[src/rtl/i2s_serializer_tx.sv]
// I2S master transmitter: derives sclk/lrclk/sdout from a free-running 256*fs frame
// counter and serializes stereo pairs taken from a one-pair valid/ready holding buffer.
module i2s_serializer_tx #(
  parameter int audio_width = 16
) (
  input  logic                   clk256,
  input  logic                   reset,
  input  logic [audio_width-1:0] in_left,
  input  logic [audio_width-1:0] in_right,
  input  logic                   in_valid,
  output logic                   in_ready,
  output logic                   sclk,
  output logic                   lrclk,
  output logic                   sdout,
  output logic                   underrun
);

  logic [7:0]             cnt_q, cnt_d;
  logic                   full_q, full_d;
  logic [audio_width-1:0] buf_l_q, buf_l_d;
  logic [audio_width-1:0] buf_r_q, buf_r_d;
  logic [audio_width-1:0] word_l_q, word_l_d;
  logic [audio_width-1:0] word_r_q, word_r_d;
  logic                   ready_q, ready_d;
  logic                   sclk_q, sclk_d;
  logic                   lrclk_q, lrclk_d;
  logic                   sdout_q, sdout_d;
  logic                   underrun_q, underrun_d;

  logic [4:0]             slot;
  logic [audio_width-1:0] word;
  logic [audio_width-1:0] word_shifted;

  // Outputs are registered from the next count so each equals a function of the current cnt.
  always_comb begin
    cnt_d        = cnt_q + 8'd1;
    full_d       = full_q;
    buf_l_d      = buf_l_q;
    buf_r_d      = buf_r_q;
    word_l_d     = word_l_q;
    word_r_d     = word_r_q;
    underrun_d   = 1'b0;
    sdout_d      = 1'b0;
    word_shifted = '0;

    if (cnt_q == 8'hFF) begin
      if (full_q) begin
        word_l_d = buf_l_q;
        word_r_d = buf_r_q;
        full_d   = 1'b0;
      end else begin
        word_l_d   = '0;
        word_r_d   = '0;
        underrun_d = 1'b1;
      end
    end

    // A full buffer holds ready low, so an accept never collides with the frame transfer.
    if (in_valid && ready_q) begin
      buf_l_d = in_left;
      buf_r_d = in_right;
      full_d  = 1'b1;
    end

    ready_d = !full_d;
    sclk_d  = cnt_d[1];
    lrclk_d = cnt_d[7];
    slot    = cnt_d[6:2];
    word    = cnt_d[7] ? word_r_d : word_l_d;

    // Slot 0 carries the one-bit I2S delay; slots past the word length pad with zero.
    if (slot != 5'd0 && int'(slot) <= audio_width) begin
      word_shifted = word >> (audio_width - int'(slot));
      sdout_d      = word_shifted[0];
    end
  end

  always_ff @(posedge clk256 or posedge reset) begin
    if (reset) begin
      cnt_q      <= '0;
      full_q     <= 1'b0;
      buf_l_q    <= '0;
      buf_r_q    <= '0;
      word_l_q   <= '0;
      word_r_q   <= '0;
      ready_q    <= 1'b0;
      sclk_q     <= 1'b0;
      lrclk_q    <= 1'b0;
      sdout_q    <= 1'b0;
      underrun_q <= 1'b0;
    end else begin
      cnt_q      <= cnt_d;
      full_q     <= full_d;
      buf_l_q    <= buf_l_d;
      buf_r_q    <= buf_r_d;
      word_l_q   <= word_l_d;
      word_r_q   <= word_r_d;
      ready_q    <= ready_d;
      sclk_q     <= sclk_d;
      lrclk_q    <= lrclk_d;
      sdout_q    <= sdout_d;
      underrun_q <= underrun_d;
    end
  end

  assign in_ready = ready_q;
  assign sclk     = sclk_q;
  assign lrclk    = lrclk_q;
  assign sdout    = sdout_q;
  assign underrun = underrun_q;

endmodule

[config.mk]
export PLATFORM = sky130hd
export DESIGN_NAME = i2s_serializer_tx
export DESIGN_NICKNAME = d
export VERILOG_FILES = /design/src/rtl/i2s_serializer_tx.sv
export SDC_FILE = /design/constraint.sdc
export NUM_CORES = 1
export LEC_CHECK = 0
export ABC_AREA = 1
export CAP_MARGIN = 20
export CORE_MARGIN = 4
export CORE_UTILIZATION = 50
export CTS_CLUSTER_DIAMETER = 200
export DETAILED_ROUTE_END_ITERATION = 10
export PLACE_DENSITY_LB_ADDON = 0.15
export RECOVER_POWER = 25
export SLEW_MARGIN = 20
export SYNTH_ARGS = -nofsm -noshare
export SYNTH_HDL_FRONTEND = slang
export SYNTH_SLANG_ARGS = --single-unit
[constraint.sdc]
create_clock -name clk256 -period 5.18 [get_ports clk256]
set_clock_uncertainty 0.15 [all_clocks]
set_input_delay 0.777 -clock clk256 [delete_from_list [all_inputs] [get_ports clk256]]
set_output_delay 0.777 -clock clk256 [all_outputs]
set_load 0.02 [all_outputs]
* Yosys cells after proc, flatten, opt, wreduce, memory -nomap -nowiden
Cells that the tools add are included.
Word-level totals: register bits after elaboration 78, input bits 35, output and inout port bits 5, word-level logic and storage cells 30
Operators by class: $add $sub $neg 2, magnitude comparators 1, equality and inequality tests 1, shifts and indexed selects 1, muxes and demuxes 10, reduce and logical (&&, ||, !) cells 4
Operators by type and width (number):
- 16-bit two-way mux | 5
- 16-bit by 32-bit >> shifter with 1-bit output | 1
- 8-bit by 1-bit adder with 8-bit output, second input constant | 1
- 8-bit equality test, second input constant | 1
- 5-bit by 5-bit subtractor with 6-bit output, first input constant | 1
- 5-bit <= comparator, second input constant | 1
- 1-bit two-way mux | 5
- 5-bit nonzero test | 1
- 1-bit logical AND | 2
- 1-bit zero test | 1

* Longest topological paths before layout
depth after elaboration 5, mapped depth 14, depth with buffers taken out 13

* Least setup slack after synthesis
OpenSTA, ideal clock, no wires.
path kind reg2reg, start reg cnt_q[1], end reg sdout_q, in the netlist sdout, library setup time 0.117 ns, arrival time 1.943 ns, data required time 4.913 ns, slack 2.970 ns, stages on the path, launching flop included 13, path buffers 0, period minus slack after synthesis 2.210 ns, cells stage by stage dfrtp_1 -> ha_1 -> nand2_2 -> inv_1 -> nor2_1 -> clkinv_1 -> ha_1 -> inv_1 -> nand3_1 -> nand3_1 -> nand2_1 -> nor2_1 -> nor2_1
Between the ends: word-level cells in the longest chain between the ends 5, elaborated cells on any way between the ends 11, classes of those cells add/sub (2); order compare (1); eq/ne (1); shift (1); mux (4); reduce/logical (2)
Ends and longest elaborated chain:
- from (decl) | line 18 | logic [7:0] cnt_q, cnt_d;
- from (signal assigned) | line 92 | cnt_q <= cnt_d;
- parallel branches: the longest is 4 deep, another holds 8-bit by 1-bit adder with 8-bit output
- 1-bit two-way mux (*) | line 72 | if (slot != 5'd0 && int'(slot) <= audio_width) begin
- named net sdout_d | line 27 | logic sdout_q, sdout_d;
- to (signal assigned) | line 101 | sdout_q <= sdout_d;
- to (decl) | line 27
Mark *: on every way through the listed nets, which the timed path passes. A chain may end at the register's enable or synchronous reset.

* Final worst setup path
Ends and elaborated chain as after synthesis.

==> results.toml <==
[global_route]
antenna_found_initial = 0
grt_pass1_wl_um = 12700
grt_max_degree = 62
grt_util_all_layers_pct = 17.9
overflow = 0
grt_pass1_vias = 2806

[setup_path]
crit_fanout = 61
end_kind = "flop"
criticalPathCategory = "flop to flop"
worst-endpoint-required_ps = 5260
critPathArrivalTime_ps = 3210
critPathLaunchType = "flop"

[timing]
report.final.setup_viol = 0
finalSetupTns_ps = 0
final_hold_viol_count = 0
tightest_slew_ps = 1670
rsz0062_at_grt = "false"
relSlewSlack_pct = -11.3
drv_slew = 45
fin_crit_ps = 3130
fin_crit_sh_pct = 60.5
fmax_ghz = 0.319

[synthesis]
syn-num-nets = 537
synth_seq_area_share_pct = 49.6
syn_inst = 500
synth_area_per_cell_um2 = 7.67
synth.cell_area_um2 = 3840
yosysWarnings = 0
synth_seq_cells = 76
netlist-cell-type-count = 24

[drt]
drtIter0Drc = 105
wl_per_cell_um = 11.5
drt-total-wl_um = 7320
route.detailed.drc = 0
vias = 2914
ant_nets = 0
vias_per_cell = 4.57
dr.pass1.iters = 4

[layout]
antennaDiodeCount = 0
syn_to_final_growth_pct = 15.2
drive_gt1_share_pct = 9.65
utilization_pct = 60.0
fin_cells = 638
mostFrequentLayoutCell = "nand2_1"
layout_common_cells = "199 x nand2_1, 103 x inv_1, 75 x dfrtp_1, 38 x clkdlybuf4s50_1, 34 x nand3_1"
nets = 571

[cts]
cts.path.max_buffers = 2
cts_tree = "built"
cts-root-buf = "clkbuf_8"
hold_buffers = 0
htreeDepth = 3
clk_latency_ps = 350
post-cts-setup-buffers = 0
ctsResizeCount = 0
cts_buffers = 9
cts.sinks = 76
clkTransAtPathRegs_ps = 80

[floorplanning]
rows = 31
dieArea_um2 = 9140
start_util_pct = 52.1
core_region_area_um2 = 7370
num_io_pins = 40
die_h_um = 95.6
die_x_um = 95.6

[run]
max_cap_viol_count = 1

[power]
power_uw = 1380
vdd_drop_max_mv = 0.205
p_leak_uw = 0.00277
p_per_area_nw_per_um2 = 312

[placement]
post-dp-hpwl_um = 4830
port_buffers = 39
gp_congestion = 0.792
dp.cells = 622

[run_status]
status = "complete, but fails checks"
violations = "max-capacitance violations, max-slew violations"

[min_path]
hp-class = "flop to flop"
metal layers:
| layer | GRT usage, % | up-vias | routed length [um] | part of all wire, % |
|---|---|---|---|---|
| met1 | 24.2 | 1340 | 3560 | 49 |
| met2 | 28.3 | 41 | 3380 | 46 |
| li1 | - | 1524 | - | - |
| met5 | 0 | - | 0 | 0 |
| met3 | 3.24 | 9 | 240 | 3.3 |
| met4 | 7.82 | 0 | 136 | 1.9 |
stage by stage:
step	setup slack [ps]	hold slack, ps	area (um^2)
finish	2050	333	4420
global route	1800	353	4420
CTS	2490	336	4440
detailed placement	2420	315	4240
global placement	2470	308	4240
floorplan	2310	286	3840
logic make-up after synthesis:
group | count (synthesis) | share of synthesized area [%]
xor gates and xnor gates | 6 | 1.76
DFF | 76 | 49.6
adders and majority gates | 2 | 0.652
buffers and inverters | 124 | 13.9
AOI/OAI and AO/OA | 29 | 5.15
and+or+nand+nor | 263 | 29.0
worst max-delay path, stage by stage, from the launching register on:
cell	delay, ps
dfrtp_1	390
ha_1	180
nand2_1	90
nor2_1	590
nand2_4	570
o21ai_1	430
nand2_1	100
nand3_1	80
nand3_1	80
nand3_1	100
nand2_1	60
nor2_1	100
nor2_1	60
sequential cells by signal, indices dropped and copies added (netlist names):
signal and cells:
cnt_q 8, word_r_q 16, sdout 1, buf_r_q 16, full_q 1, word_l_q 16, in_ready 1, underrun 1
buf_l_q 16
cell usage after synthesis (all sizes together):
library cell,instances,share of area (%)
dfrtp,76,50
xor2,6,1.8
inv,104,10
clkinv,1,0.098
clkbuf,8,0.78
o21ai,28,5.0
nor2,13,1.7
nor3,2,0.26
nand3,35,4.7
a21oi,1,0.13
nand2,213,22
ha,2,0.65
buf,11,2.8
worst paths after layout:
| path | from | to | slack (ps) | depth (start not counted) |
|---|---|---|---|---|
| min reg2reg | cnt_q[0] | cnt_q[0] | 330 | 1 |
| max in group asynchronous | reset | full_q | 2400 | 3 |
| min in group asynchronous | reset | buf_l_q[2] | 1240 | 2 |
| max reg2reg | cnt_q[1] | sdout | 2050 | 12 |
| max | cnt_q[1] | sdout | 2050 | 12 |
| min | cnt_q[0] | cnt_q[0] | 330 | 1 |
layout make-up:
cell class | count | area [um^2]
Clock buffer | 12 | 155
Clock inverter | 4 | 47.5
Fill cell | 707 | 2950
Inverter | 105 | 397
Multi-Input combinational cell | 300 | 1380
Sequential cell | 76 | 1900
Tap cell | 99 | 124
Timing Repair Buffer | 42 | 409
report_power, final:
| part | switching [uW] | total, uW | internal, uW | leakage (uW) |
|---|---|---|---|---|
| logic | 105 | 189 | 83.9 | 0.00168 |
| registers | 50.9 | 727 | 676 | 0.000994 |
| clock network | 215 | 463 | 248 | 0.000102 |
No activity file was read; power rests on OpenSTA's default activity.
